[config.mk]
export PLATFORM = sky130hd
export DESIGN_NAME = store_unit_flat
export DESIGN_NICKNAME = d
export VERILOG_FILES = /design/src/rtl/store_pkg.sv /design/src/rtl/store_unit_if.sv /design/src/rtl/store_align.sv /design/src/rtl/store_unit.sv /design/src/flat_wrapper.sv
export SDC_FILE = /design/constraint.sdc
export NUM_CORES = 1
export LEC_CHECK = 0
export ABC_AREA = 1
export ABC_CLOCK_PERIOD_IN_PS = 1900
export CELL_PAD_IN_SITES_DETAIL_PLACEMENT = 1
export CELL_PAD_IN_SITES_GLOBAL_PLACEMENT = 2
export CORE_MARGIN = 2
export CORE_UTILIZATION = 36
export CTS_CLUSTER_SIZE = 40
export DETAILED_ROUTE_END_ITERATION = 8
export DONT_BUFFER_PORTS = 1
export HOLD_SLACK_MARGIN = 0.15
export PLACE_DENSITY_LB_ADDON = 0.1
export SLEW_MARGIN = 20
export SYNTH_ARGS = -nofsm -noshare
export SYNTH_HDL_FRONTEND = slang
export SYNTH_HIERARCHICAL = 1
export SYNTH_SLANG_ARGS = --single-unit
[constraint.sdc]
create_clock -name clk -period 1.9 [get_ports clk]
set_clock_uncertainty 0.15 [all_clocks]
set_input_delay 0.57 -clock clk [delete_from_list [all_inputs] [get_ports clk]]
set_output_delay 0.57 -clock clk [all_outputs]
set_load 0.02 [all_outputs]
[src/rtl/store_pkg.sv]
// Shared types for the memory-stage store path: store size encoding and FSM states.
package store_pkg;

  typedef enum logic [1:0] {
    SZ_BYTE = 2'd0,
    SZ_HALF = 2'd1,
    SZ_WORD = 2'd2,
    SZ_ILL  = 2'd3
  } st_size_e;

  typedef enum logic [1:0] {
    IDLE = 2'd0,
    REQ  = 2'd1,
    RESP = 2'd2
  } state_e;

endpackage

[src/rtl/store_unit_if.sv]
// Data-memory write channel (request + write response) between store_unit and memory.
interface store_unit_if #(
  parameter int WordSize = 32,
  parameter int AddrSize = 32
);
  localparam int L = WordSize / 8;

  logic                mem_wvalid;
  logic                mem_wready;
  logic [AddrSize-1:0] mem_waddr;
  logic [WordSize-1:0] mem_wdata;
  logic [L-1:0]        mem_wstrb;
  logic                mem_bvalid;
  logic                mem_berr;

  modport master (
    output mem_wvalid, mem_waddr, mem_wdata, mem_wstrb,
    input  mem_wready, mem_bvalid, mem_berr
  );

  modport slave (
    input  mem_wvalid, mem_waddr, mem_wdata, mem_wstrb,
    output mem_wready, mem_bvalid, mem_berr
  );
endinterface

[src/rtl/store_align.sv]
// Combinational lane placement: masks store data to its size, shifts it onto the
// byte lanes selected by the address offset, and flags misaligned/illegal sizes.
module store_align
  import store_pkg::*;
#(
  parameter int WordSize = 32,
  parameter int L        = WordSize / 8,
  parameter int OW       = $clog2(L)
) (
  input  st_size_e            size,
  input  logic [OW-1:0]       offset,
  input  logic [WordSize-1:0] data,
  output logic [WordSize-1:0] wdata,
  output logic [L-1:0]        wstrb,
  output logic                misalign
);

  logic [WordSize-1:0] mask;
  logic [L-1:0]        strb_base;

  always_comb begin
    mask      = '0;
    strb_base = '0;
    misalign  = 1'b0;
    case (size)
      SZ_BYTE: begin
        mask      = WordSize'(32'h0000_00FF);
        strb_base = L'(4'b0001);
      end
      SZ_HALF: begin
        mask      = WordSize'(32'h0000_FFFF);
        strb_base = L'(4'b0011);
        misalign  = offset[0];
      end
      SZ_WORD: begin
        mask      = WordSize'(32'hFFFF_FFFF);
        strb_base = L'(4'b1111);
        misalign  = (offset[1:0] != 2'b00);
      end
      default: misalign = 1'b1;
    endcase
  end

  assign wdata = (data & mask) << {offset, 3'b000};
  assign wstrb = strb_base << offset;

endmodule

[src/rtl/store_unit.sv]
// Memory-stage store unit: accepts one store per handshake, drives the write channel,
// waits for the write response and holds the pipeline until the store retires.
module store_unit
  import store_pkg::*;
#(
  parameter int WordSize = 32,
  parameter int AddrSize = 32
) (
  input  logic                clk,
  input  logic                rstn,
  input  logic                st_valid,
  input  logic [1:0]          st_size,
  input  logic [AddrSize-1:0] st_addr,
  input  logic [WordSize-1:0] st_data,
  output logic                st_ready,
  output logic                stall,
  output logic                st_done,
  output logic                st_err,
  store_unit_if.master        mem
);

  localparam int L  = WordSize / 8;
  localparam int OW = $clog2(L);

  state_e              state, state_n;
  logic [WordSize-1:0] al_wdata;
  logic [L-1:0]        al_wstrb;
  logic                al_misalign;
  logic                accept;
  logic                done_n, err_n;

  store_align #(
    .WordSize (WordSize)
  ) u_align (
    .size     (st_size_e'(st_size)),
    .offset   (st_addr[OW-1:0]),
    .data     (st_data),
    .wdata    (al_wdata),
    .wstrb    (al_wstrb),
    .misalign (al_misalign)
  );

  always_ff @(posedge clk or negedge rstn) begin
    if (!rstn) state <= IDLE;
    else       state <= state_n;
  end

  always_comb begin
    state_n = state;
    accept  = 1'b0;
    done_n  = 1'b0;
    err_n   = 1'b0;
    case (state)
      IDLE: begin
        if (st_valid) begin
          if (al_misalign) begin
            err_n = 1'b1;
          end else begin
            accept  = 1'b1;
            state_n = REQ;
          end
        end
      end
      REQ: begin
        if (mem.mem_wready) state_n = RESP;
      end
      RESP: begin
        if (mem.mem_bvalid) begin
          done_n  = !mem.mem_berr;
          err_n   = mem.mem_berr;
          state_n = IDLE;
        end
      end
      default: state_n = IDLE;
    endcase
  end

  // Payload is captured only on accept, so it stays frozen across wready back-pressure.
  always_ff @(posedge clk or negedge rstn) begin
    if (!rstn) begin
      mem.mem_waddr <= '0;
      mem.mem_wdata <= '0;
      mem.mem_wstrb <= '0;
      st_done       <= 1'b0;
      st_err        <= 1'b0;
    end else begin
      st_done <= done_n;
      st_err  <= err_n;
      if (accept) begin
        mem.mem_waddr <= {st_addr[AddrSize-1:OW], {OW{1'b0}}};
        mem.mem_wdata <= al_wdata;
        mem.mem_wstrb <= al_wstrb;
      end
    end
  end

  assign mem.mem_wvalid = (state == REQ);
  assign stall          = (state != IDLE);
  assign st_ready       = (state == IDLE);

endmodule

[src/flat_wrapper.sv]
// flat-port wrapper written by rule: the top's interface ports become plain ports
module store_unit_flat import store_pkg::*;
#(
  parameter int WordSize = 32,
  parameter int AddrSize = 32
)
  (clk, rstn, st_valid, st_size, st_addr, st_data, st_ready, stall, st_done, st_err, mem_mem_wvalid, mem_mem_waddr, mem_mem_wdata, mem_mem_wstrb, mem_mem_wready, mem_mem_bvalid, mem_mem_berr);
  store_unit_if #(.WordSize(WordSize), .AddrSize(AddrSize)) mem_i ();
  input  logic clk;
  input  logic rstn;
  input  logic st_valid;
  input  logic [1:0] st_size;
  input  logic [AddrSize-1:0] st_addr;
  input  logic [WordSize-1:0] st_data;
  output logic st_ready;
  output logic stall;
  output logic st_done;
  output logic st_err;
  output wire logic [$bits(mem_i.mem_wvalid)-1:0] mem_mem_wvalid;
  output wire logic [$bits(mem_i.mem_waddr)-1:0] mem_mem_waddr;
  output wire logic [$bits(mem_i.mem_wdata)-1:0] mem_mem_wdata;
  output wire logic [$bits(mem_i.mem_wstrb)-1:0] mem_mem_wstrb;
  input wire logic [$bits(mem_i.mem_wready)-1:0] mem_mem_wready;
  input wire logic [$bits(mem_i.mem_bvalid)-1:0] mem_mem_bvalid;
  input wire logic [$bits(mem_i.mem_berr)-1:0] mem_mem_berr;
  assign mem_mem_wvalid = mem_i.mem_wvalid;
  assign mem_mem_waddr = mem_i.mem_waddr;
  assign mem_mem_wdata = mem_i.mem_wdata;
  assign mem_mem_wstrb = mem_i.mem_wstrb;
  assign mem_i.mem_wready = mem_mem_wready;
  assign mem_i.mem_bvalid = mem_mem_bvalid;
  assign mem_i.mem_berr = mem_mem_berr;
  store_unit #(.WordSize(WordSize), .AddrSize(AddrSize)) u_core (.clk(clk), .rstn(rstn), .st_valid(st_valid), .st_size(st_size), .st_addr(st_addr), .st_data(st_data), .st_ready(st_ready), .stall(stall), .st_done(st_done), .st_err(st_err), .mem(mem_i));
endmodule
==> impl_results.md <==
* Post-DP HPWL at 7870 µm
* Fin. Hold Viols at 70
* Max-capacitance violation count at 0
* Layout cells sized above 1 at 9.34%
* Leak at 2.19 nW
* Crit path depth at 3
* Register bit total from synthesis at 70
* Initial core utilization at 37.0%
* WP data arrival at 1.06 ns
* Bufs on Longest Clock Path at 2
* Pwr Total at 5.55 mW
* DRC at 0
* I/O pins at 145
* Synth Area per Inst at 7.56 µm²
* Via density at 5.18
* Initial DRT Pass Iterations at 4
* Chip Width at 104 µm
* Post-DRT Antenna Nets at 0
* Comb power frac at 19.8%
* Port buffer count at 0
* Layout area overhead at 12.9%
* Root buf cell: clkbuf_8
* Final setup vio count at 0
* Yosys top cell by area: dfrtp_1
* Nets at 555
* Post-layout minimum cycle time at 1.78 ns
* Final Cycle Share at 93.9%
* Initial antenna violation count at 0
* Cell Int Power at 3.28 mW
* Cts-stage hold buffer count at 1
* GRT Total Usage at 20.9%
* Via Count at 3184
* N_diodes at 0
* Netlist cell types at 18
* # rows at 36
* Critical Path RT at 1.18 ns
* Sw Share at 40.9%
* Hold WS at -0.241 ns
* Max IR drop VDD at 0.531 mV
* Critical Path End Type: primary output
* Finished Layout Cells at 615
* Startpoint types: register
* Hold WC Path Type: in -> async
* Die height at 104 µm
* Post-Syn Instances at 478
* Failing checks: negative hold slack
* First-pass GRT wire length at 17900 µm
* Worst path max stage delay at 0.41 ns
* Cell family with most CP delay: flip-flops
* Number of buffers created by CTS at 9
* Max Freq at 0.561 GHz
* RePlAce Congestion at 0.840
* Crit Path Max Fanout at 2
* Worst path slowest cell: dfrtp_1
* DR WL/cell at 17.7 µm
* Mapped cell area at 0.00361 mm²
* Clock-pin slew on the worst setup and hold paths at 0.09 ns
* Routed WL at 10900 µm
* Ranking of synthesized cells by area: dfrtp_1 48%, nand2_1 20%, nand3_1 18%
* Place WS at -0.0700 ns
* Maximum number of pins on one net before global-route repair at 71
* CORE AREA at 0.00977 mm²
* NetSw at 2.27 mW
* Pwr dens at 1360 mW/mm²
* Clk Latency, worst-skew pair at 0.34 ns
* Clock group share of total power at 26.8%
* Post_cts resized at 0
* Total clock sinks at 70
* Most Frequent Cell on Critical Path: inv_1
* Final Cell Area at 0.00408 mm²
* Iter 0 DRT Violations at 154
* Number of global-route vias before repair at 3360
* Max Slew Vio Count at 0
* Yosys warnings at 6
* Sequential power share at 53.4%
* CP Class: reg -> out
* Dpl cell area at 0.00382 mm²
* Util after Layout at 41.7%
* CP Cell Sequence: inv_1, nand2_1, inv_1
* Cell total after placement at 598
* R2r worst-path depth at 6
* Sequential share of the synthesized area at 48.5%
* Buffers and inverters on the worst path at 2
* RSZ-0062 raised after global routing: false
* Status: finished, violations left
* Most common cell after layout, fill and taps aside: nand2_1
* Post-synth top area share at 48.5%
* Htree depth at 3
* Setup WS post-layout at 0.116 ns
* Global route overflow at 0
* CTS tree: done
* Commonest non-fill, non-tap cells in the layout: 193 x nand2_1, 133 x nand3_1, 70 x dfrtp_1, 15 x buf_4, 12 x nor2_1
* Die area at 0.0109 mm²
cell type report:
| class | count | area, µm² |
|---|---|---|
| fillers | 1247 | 5700 |
| flip-flops and latches | 70 | 1750 |
| multi-input cells | 363 | 1630 |
| repair buffers | 22 | 243 |
| well taps | 133 | 166 |
| clock buffers | 10 | 138 |
| clock inverters | 5 | 108 |
| inverters | 12 | 45.0 |
final timing paths:
path,slack (ns),startpoint,to
worst max-delay path,0.12,u_core/state[1],mem_mem_wvalid
worst min-delay path,-0.24,rstn,u_core/mem.mem_wdata[31]
worst max register to register,0.46,u_core/state[0],u_core/mem.mem_wdata[21]
worst min register to register,0.47,u_core/mem.mem_waddr[10],u_core/mem.mem_waddr[10]
max in group asynchronous,1.72,rstn,u_core/mem.mem_wdata[10]
min in group clk,0.18,mem_mem_wready,u_core/state[0]
logic make-up after synthesis:
kind of cell	after synthesis	synth area share (%)
other	1	0.104
flip-flops	70	48.5
AO/OA/AOI/OAI	12	1.66
AND/OR/NAND/NOR	344	41.2
buffers and inverters	46	6.82
adder cells (fa/ha/maj)	5	1.73
cells in the mapped netlist, drive strengths merged:
library cell,count
inv,11
buf,31
clkbuf,3
nand3,133
nand2,194
clkinv,1
nor2,17
o21ai,3
dfrtp,70
ha,5
conb,1
a21oi,9
routing by layer:
metal | GRT usage [%] | part of all wire [%] | vias up
met5 | 0 | 0 | -
met4 | 5.89 | 1.3 | 0
li1 | - | - | 1540
met1 | 26.5 | 43 | 1515
met2 | 33.5 | 47 | 116
met3 | 7.77 | 8.8 | 13
what timing repair did:
| item | 4_1_cts | 5_1_grt |
|---|---|---|
| endpoints found under the setup margin | 2 | 0 |
| setup buffers | 1 | 0 |
| endpoints found under the hold margin | 71 | 70 |
flip-flops by register name, indices dropped and copies added, names as in the netlist:
register              flops
u_core/mem.mem_waddr     30
u_core/state              2
u_core/mem.mem_wstrb      4
u_core/st_done            1
u_core/st_err             1
u_core/mem.mem_wdata     32
worst register-to-register path, delay by kind of cell (launching register included):
family	cells	cell delay, ns
simple gates	4	0.40
buf+inv	2	0.36
flops	1	0.42
metrics by stage:
| stage | hold slack, ns | TNS (ns) |
|---|---|---|
| finish | -0.241 | 0 |
| global route | -0.278 | 0 |
| CTS | -0.270 | 0 |
| detailed placement | 0.126 | -3.30 |
| global placement | 0.126 | -1.27 |
| floorplan | 0.124 | 0 |
power groups by stage:
stage | clock, mW | combinational [mW] | sequential (mW)
5_1_grt | 1.61 | 1.28 | 3.03
3_3_place_gp | 0 | 1.06 | 3.00
2_1_floorplan | 0 | 0.838 | 2.87
3_5_place_dp | 0 | 1.10 | 3.01
6_report | 1.49 | 1.10 | 2.96
4_1_cts | 1.55 | 1.12 | 2.98
(Power assumes the default switching activity.)
